[src/rtl/meta_arb_pkg.sv]
// -----------------------------------------------------------------------------
// meta_arb_pkg
// Shared constants and types for the cache metadata write arbiter:
//   - default field widths for set index, way enable and tag
//   - upper bound on the number of request inputs
//   - arbitration policy encodings
//   - packed metadata request record at the default widths
// -----------------------------------------------------------------------------
package meta_arb_pkg;

  localparam int DEF_IDX_W = 6;
  localparam int DEF_WAYS  = 8;
  localparam int DEF_TAG_W = 20;
  localparam int N_IN_MAX  = 8;

  localparam int POLICY_FIXED = 0;  // input 0 always has highest priority
  localparam int POLICY_RR    = 1;  // priority rotates past the last winner

  typedef struct packed {
    logic [DEF_IDX_W-1:0] idx;
    logic [DEF_WAYS-1:0]  way_en;
    logic [DEF_TAG_W-1:0] tag;
  } meta_req_t;

endpackage

[src/rtl/meta_write_arbiter_if.sv]
// -----------------------------------------------------------------------------
// meta_write_arbiter_if
// Bundle of the arbiter's request-side and tag-array-side signals.
//   in_valid/in_ready    per-input handshake (N_IN bits each)
//   in_idx/in_way_en/in_tag  packed per-input payload, input i at [i*W +: W]
//   out_valid/out_ready  output handshake toward the tag array write port
//   out_idx/out_way_en/out_tag/out_src  registered request and its source
// Modports: master = request sources plus downstream sink, slave = arbiter.
// -----------------------------------------------------------------------------
interface meta_write_arbiter_if
  import meta_arb_pkg::*;
#(
  parameter int N_IN  = 4,
  parameter int IDX_W = DEF_IDX_W,
  parameter int WAYS  = DEF_WAYS,
  parameter int TAG_W = DEF_TAG_W
);
  localparam int SRC_W = $clog2(N_IN);

  logic [N_IN-1:0]       in_valid;
  logic [N_IN-1:0]       in_ready;
  logic [N_IN*IDX_W-1:0] in_idx;
  logic [N_IN*WAYS-1:0]  in_way_en;
  logic [N_IN*TAG_W-1:0] in_tag;

  logic                  out_valid;
  logic                  out_ready;
  logic [IDX_W-1:0]      out_idx;
  logic [WAYS-1:0]       out_way_en;
  logic [TAG_W-1:0]      out_tag;
  logic [SRC_W-1:0]      out_src;

  modport master (
    output in_valid, in_idx, in_way_en, in_tag, out_ready,
    input  in_ready, out_valid, out_idx, out_way_en, out_tag, out_src
  );

  modport slave (
    input  in_valid, in_idx, in_way_en, in_tag, out_ready,
    output in_ready, out_valid, out_idx, out_way_en, out_tag, out_src
  );

endinterface

[src/rtl/rr_prio_select.sv]
// -----------------------------------------------------------------------------
// rr_prio_select
// Combinational rotating-priority selector.
//   req        in   N   request bits
//   start      in   SW  index with highest priority this cycle (must be < N)
//   grant      out  N   one-hot grant, all zero when req is zero
//   grant_idx  out  SW  binary index of the granted bit
// The request vector is doubled so the search can run past the top bit and
// wrap; bits below start are masked off and the lowest remaining set bit wins.
// -----------------------------------------------------------------------------
module rr_prio_select #(
  parameter int N  = 4,
  parameter int SW = $clog2(N)
) (
  input  logic [N-1:0]  req,
  input  logic [SW-1:0] start,
  output logic [N-1:0]  grant,
  output logic [SW-1:0] grant_idx
);

  localparam logic [2*N-1:0] ONE = 1;

  logic [2*N-1:0] dbl;
  logic [2*N-1:0] mask;
  logic [2*N-1:0] masked;
  logic [2*N-1:0] first;

  // NOTE: every signal written in always_comb gets a default before any
  // conditional assignment, so no path leaves it unassigned (no latch).
  always_comb begin
    mask = '0;
    for (int i = 0; i < 2*N; i++) begin
      mask[i] = (i >= int'(start));
    end
    dbl    = {req, req};
    masked = dbl & mask;
    // x & -x isolates the lowest set bit.
    first  = masked & (~masked + ONE);
    // The winner lies in [start, start+N-1]; folding the halves makes it one-hot.
    grant  = first[N-1:0] | first[2*N-1:N];

    grant_idx = '0;
    for (int i = 0; i < N; i++) begin
      if (grant[i]) grant_idx = grant_idx | SW'(i);
    end
  end

endmodule

[src/rtl/meta_write_arbiter.sv]
// -----------------------------------------------------------------------------
// meta_write_arbiter
// N-input arbiter for cache metadata write requests with a one-entry output
// register. Selects one valid input per cycle (fixed priority or round-robin)
// and loads it whenever the register is empty or draining in the same cycle.
//   clock  in  sole clock, rising edge
//   reset  in  synchronous, active-high; discards any held request
//   bus    slave modport of meta_write_arbiter_if (request inputs, output
//          register contents and handshakes)
// -----------------------------------------------------------------------------
module meta_write_arbiter
  import meta_arb_pkg::*;
#(
  parameter int N_IN  = 4,
  parameter int IDX_W = DEF_IDX_W,
  parameter int WAYS  = DEF_WAYS,
  parameter int TAG_W = DEF_TAG_W,
  parameter int RR    = POLICY_FIXED
) (
  input logic                 clock,
  input logic                 reset,
  meta_write_arbiter_if.slave bus
);

  localparam int SRC_W = $clog2(N_IN);

  typedef struct packed {
    logic [IDX_W-1:0] idx;
    logic [WAYS-1:0]  way_en;
    logic [TAG_W-1:0] tag;
  } req_t;

  logic             out_valid_q, out_valid_d;
  logic [SRC_W-1:0] out_src_q,   out_src_d;
  req_t             out_req_q,   out_req_d;
  logic [SRC_W-1:0] rr_ptr_q,    rr_ptr_d;

  logic [N_IN-1:0]  grant;
  logic [SRC_W-1:0] grant_idx;
  logic [SRC_W-1:0] start;
  logic             load;
  logic             any_valid;
  req_t             sel_req;

  // Fixed priority is the rotating selector with its start pinned at input 0.
  assign start = (RR == POLICY_RR) ? rr_ptr_q : '0;

  rr_prio_select #(
    .N  (N_IN),
    .SW (SRC_W)
  ) u_sel (
    .req       (bus.in_valid),
    .start     (start),
    .grant     (grant),
    .grant_idx (grant_idx)
  );

  assign any_valid = |bus.in_valid;
  // Register can take a new request when empty or emptying at this edge.
  assign load      = !out_valid_q || bus.out_ready;
  assign bus.in_ready = (reset || !load) ? '0 : grant;

  // AND-OR style payload mux driven by the one-hot grant.
  always_comb begin
    sel_req = '0;
    for (int i = 0; i < N_IN; i++) begin
      if (grant[i]) begin
        sel_req = '{idx:    bus.in_idx[i*IDX_W +: IDX_W],
                    way_en: bus.in_way_en[i*WAYS +: WAYS],
                    tag:    bus.in_tag[i*TAG_W +: TAG_W]};
      end
    end
  end

  always_comb begin
    out_valid_d = out_valid_q;
    out_src_d   = out_src_q;
    out_req_d   = out_req_q;
    rr_ptr_d    = rr_ptr_q;
    if (load) begin
      out_valid_d = any_valid;
      // With no valid input the payload holds; it is don't-care while empty.
      if (any_valid) begin
        out_src_d = grant_idx;
        out_req_d = sel_req;
        // Pointer only moves on an input transfer, so a stalled winner keeps
        // its priority until it is accepted.
        if (RR == POLICY_RR) begin
          rr_ptr_d = (grant_idx == SRC_W'(N_IN - 1)) ? '0 : grant_idx + SRC_W'(1);
        end
      end
    end
  end

  // NOTE: state registers use non-blocking assignments so every flop samples
  // the pre-edge values regardless of process ordering.
  always_ff @(posedge clock) begin
    if (reset) begin
      out_valid_q <= 1'b0;
      out_src_q   <= '0;
      // NOTE: payload registers are reset too so the output bus comes up at a
      // defined all-zero value rather than whatever the flops powered up with.
      out_req_q   <= '0;
      rr_ptr_q    <= '0;
    end else begin
      out_valid_q <= out_valid_d;
      out_src_q   <= out_src_d;
      out_req_q   <= out_req_d;
      rr_ptr_q    <= rr_ptr_d;
    end
  end

  assign bus.out_valid  = out_valid_q;
  assign bus.out_src    = out_src_q;
  assign bus.out_idx    = out_req_q.idx;
  assign bus.out_way_en = out_req_q.way_en;
  assign bus.out_tag    = out_req_q.tag;

endmodule

[src/flat_wrapper.sv]
// flat-port wrapper written by rule: the top's interface ports become plain ports
module meta_write_arbiter_flat import meta_arb_pkg::*;
#(
  parameter int N_IN  = 4,
  parameter int IDX_W = DEF_IDX_W,
  parameter int WAYS  = DEF_WAYS,
  parameter int TAG_W = DEF_TAG_W,
  parameter int RR    = POLICY_FIXED
)
  (clock, reset, bus_in_valid, bus_in_idx, bus_in_way_en, bus_in_tag, bus_out_ready, bus_in_ready, bus_out_valid, bus_out_idx, bus_out_way_en, bus_out_tag, bus_out_src);
  meta_write_arbiter_if #(.N_IN(N_IN), .IDX_W(IDX_W), .WAYS(WAYS), .TAG_W(TAG_W)) bus_i ();
  input logic clock;
  input logic reset;
  input wire logic [$bits(bus_i.in_valid)-1:0] bus_in_valid;
  input wire logic [$bits(bus_i.in_idx)-1:0] bus_in_idx;
  input wire logic [$bits(bus_i.in_way_en)-1:0] bus_in_way_en;
  input wire logic [$bits(bus_i.in_tag)-1:0] bus_in_tag;
  input wire logic [$bits(bus_i.out_ready)-1:0] bus_out_ready;
  output wire logic [$bits(bus_i.in_ready)-1:0] bus_in_ready;
  output wire logic [$bits(bus_i.out_valid)-1:0] bus_out_valid;
  output wire logic [$bits(bus_i.out_idx)-1:0] bus_out_idx;
  output wire logic [$bits(bus_i.out_way_en)-1:0] bus_out_way_en;
  output wire logic [$bits(bus_i.out_tag)-1:0] bus_out_tag;
  output wire logic [$bits(bus_i.out_src)-1:0] bus_out_src;
  assign bus_i.in_valid = bus_in_valid;
  assign bus_i.in_idx = bus_in_idx;
  assign bus_i.in_way_en = bus_in_way_en;
  assign bus_i.in_tag = bus_in_tag;
  assign bus_i.out_ready = bus_out_ready;
  assign bus_in_ready = bus_i.in_ready;
  assign bus_out_valid = bus_i.out_valid;
  assign bus_out_idx = bus_i.out_idx;
  assign bus_out_way_en = bus_i.out_way_en;
  assign bus_out_tag = bus_i.out_tag;
  assign bus_out_src = bus_i.out_src;
  meta_write_arbiter #(.N_IN(N_IN), .IDX_W(IDX_W), .WAYS(WAYS), .TAG_W(TAG_W), .RR(RR)) u_core (.clock(clock), .reset(reset), .bus(bus_i));
endmodule
[config.mk]
export PLATFORM = sky130hd
export DESIGN_NAME = meta_write_arbiter_flat
export DESIGN_NICKNAME = d
export VERILOG_FILES = /design/src/rtl/meta_arb_pkg.sv /design/src/rtl/meta_write_arbiter_if.sv /design/src/rtl/rr_prio_select.sv /design/src/rtl/meta_write_arbiter.sv /design/src/flat_wrapper.sv
export SDC_FILE = /design/constraint.sdc
export NUM_CORES = 1
export LEC_CHECK = 0
export ABC_CLOCK_PERIOD_IN_PS = 1400
export BUFFER_PORTS_ARGS = -buffer_cell sky130_fd_sc_hd__buf_2
export CAP_MARGIN = 20
export CORE_ASPECT_RATIO = 0.75
export CORE_MARGIN = 2
export CORE_UTILIZATION = 37
export DETAILED_ROUTE_END_ITERATION = 7
export PLACE_DENSITY = 0.84
export SLEW_MARGIN = 20
export SYNTH_ARGS = -nofsm -noshare
export SYNTH_HDL_FRONTEND = slang
export SYNTH_SLANG_ARGS = --single-unit
[constraint.sdc]
create_clock -name clock -period 1.4 [get_ports clock]
set_input_delay 0.28 -clock clock [delete_from_list [all_inputs] [get_ports clock]]
set_output_delay 0.28 -clock clock [all_outputs]
set_load 0.01 [all_outputs]
==> flow_summary.ini <==
[floorplanning]
num_io_pins = 184
die_x_um = 99.5
core_area_mm2 = 0.00673
fp.dieH_um = 75.6
num_rows = 26
initial_core_util_pct = 37.6
dieArea_mm2 = 0.00753

[yosys]
synthDistinctLibCells = 29
synth_area_mm2 = 0.00253
synth_seq_cells = 37
syn-num-nets = 458
netlist_instances = 315
avgSynthCellArea_um2 = 8.04
synth_area_leaders = dfxtp_1 (29%), a221o_1 (13%), a211oi_1 (7.1%)
synth.yosys.seq_area_share_pct = 29.2
ys_warn_count = 0
synth_top_area_cell = dfxtp_1
synth_top_area_share_pct = 29.2

[place]
gp_congestion = 0.855
postPlaceCellArea_mm2 = 0.00366
hpwlAfterDp_mm = 6.46
dp_slack_ns = -0.295
portBuffers = 183

[layout]
syn2layout_area_growth_pct = 54.2
layout_commonest_cell = buf_2
layout_common_cells = buf_2 (183), nor2_1 (36), dfxtp_1 (36)
seq_area_um2 = 742
multiInputGateArea_mm2 = 0.00154
final_util_pct = 58.0
num-fill-cells = 594
nets = 647
drive_gt1_share_pct = 51.7
antenna_cells = 0
final_area_mm2 = 0.00390

[status]
violations = setup timing
outcome = finished, violations left

[global_route]
grt_overflow = 0
grtUsageMet3_pct = 4.22
grt.busiest_layer = met2
met2_usage_pct = 39.2
grt_pass1_wl_mm = 12.5
track_usage_pct = 20.6
grt_start_max_net_pins = 42
grt_pass1_vias = 2913
antenna_found_initial = 0
global_route.usage.met1_pct = 22.9

[worst_hold_path]
hold_path.class = input port to flop

[power_and_ir_drop]
p_sw_uw = 953
p_int_mw = 2.03
p_comb_share_pct = 35.5
p_leak_nw = 1.96
power_density_mw_per_mm2 = 765
clockPowerShare_pct = 24.2
pwr-share-seq_pct = 40.3
switching_share_pct = 31.9
ir_drop_mv = 0.328

[sta]
worst_pin_slew_ns = 0.510
worst_slack_ns = -0.0422
finalCritPeriodShare_pct = 103
tns_ns = -0.122
clock_skew_ns = 0.00495
max_slew_margin_pct = 66.0
grt_setup_unrepaired = true
fin_crit_ns = 1.44
setup_viol = 5
fmax_mhz = 693
hold_viol = 0
slew_viol_final = 0
hold_ws_ns = 0.263

[worst_setup_path]
start_kind = flop
critPathArrivalTime_ns = 1.16
critPathKind = flop to output pin
crit_path_end_kind = output pin
path_max_fanout = 3
cp_data_required_time_ns = 1.12

[clock_tree]
cts_tree = yes
clkTransAtPathRegs_ns = 0.07
cts-root-buf = clkbuf_8
clkSinkCount = 37
clk_latency_ns = 0.28
clockBufferDepth = 2
numCtsBuffers = 5
h-tree-depth = 2

[drt]
drt_iter0_markers = 113
wl_mm = 8.91
first_pass_iters = 5
routedWlPerCell_um = 15.1
drc = 0
ant_nets = 0
route.vias.total = 3239
viasPerCell = 5.50

[flow_run]
cap_violations = 0
cells in the mapped netlist:
| library cell | number |
|---|---|
| buf_4 | 5 |
| o21bai_2 | 1 |
| a311oi_1 | 6 |
| dfxtp_1 | 37 |
| a22oi_1 | 17 |
| nor2b_1 | 2 |
| a221o_1 | 34 |
| a211oi_2 | 10 |
| and3_1 | 2 |
| nor4_1 | 1 |
| buf_2 | 12 |
| o21ai_0 | 1 |
| buf_6 | 2 |
| inv_2 | 1 |
| clkbuf_1 | 14 |
| inv_1 | 34 |
| nor4b_4 | 1 |
| nor3_1 | 1 |
| buf_1 | 1 |
| nand2b_1 | 1 |
| and2_1 | 1 |
| a21oi_2 | 1 |
| o41a_1 | 1 |
| nor4_2 | 1 |
| nor2_1 | 41 |
| a211oi_1 | 24 |
| nand2_1 | 34 |
| a21oi_1 | 18 |
| a311oi_2 | 11 |
per-layer routing:
layer  routed length (µm)  vias up  share of wire, %
met1                 3580     1511                40
li1                     -     1548                 -
met2                 4570      168                51
met3                  679       12               7.6
met4                   82        0              0.92
met5                    0        -                 0
per-stage QoR:
| stage | cells | total power [mW] |
|---|---|---|
| finish | 589 | 2.98 |
| global route | 589 | 3.16 |
| CTS | 582 | 2.95 |
| detailed placement | 572 | 2.21 |
| global placement | 572 | 2.18 |
| floorplan | 315 | 1.76 |
power groups by stage:
stage          Sequential, mW  Clock, mW  Combinational [mW]
2_1_floorplan            1.27          0               0.488
3_3_place_gp             1.22          0               0.958
3_5_place_dp             1.22          0               0.986
4_1_cts                  1.20      0.754               0.999
5_1_grt                  1.22      0.792                1.15
6_report                 1.20      0.723                1.06
final timing paths:
check / startpoint / to / slack [ns] / depth (start not counted)
worst max-delay path: u_core.bus.out_valid / bus_in_ready[3] / -0.04 / 4
worst min register to register: u_core.bus.out_src[1] / u_core.bus.out_src[1] / 0.50 / 2
worst max register to register: u_core.bus.out_valid / u_core.bus.out_way_en[3] / 0 / 6
worst min-delay path: bus_in_way_en[26] / u_core.bus.out_way_en[2] / 0.26 / 3
cell type report:
class                   instances  share of cell area, %
repair buffers                216                   33.3
inverters                      35                   3.37
well taps                      84                   2.69
clock inverters                 2                  0.256
flip-flops and latches         37                   19.0
clock buffers                   6                   1.86
multi-input cells             209                   39.5
registers in the layout, summed over array words and instances (netlist names):
name / cells
u_core.bus.out_idx: 6
u_core.bus.out_src: 2
u_core.bus.out_tag: 20
u_core.bus.out_way_en: 8
u_core.bus.out_valid: 1
critical path: stages, from the launching register on:
cell and delay [ns]:
dfxtp_2 0.34, nor2b_4 0.19, nor2_2 0.06, and3_1 0.16, buf_2 0.13
cells by family (layout without fill, tap and decap cells):
| kind of cell | count (synthesis) | count (layout) | share of synthesized area (%) |
|---|---|---|---|
| AND/OR/NAND/NOR | 85 | 85 | 14.5 |
| flip-flops | 37 | 37 | 29.2 |
| AO/OA/AOI/OAI | 124 | 124 | 44.1 |
| buffers and inverters | 69 | 259 | 12.2 |
timing repair:
action	in CTS	in global routing
gates resized for setup	5	9
pin swaps	5	3
gates cloned	0	3
hold buffers	0	0
setup endpoints to repair	4	23
buffers inserted	2	4
No activity file was read; power rests on OpenSTA's default activity.
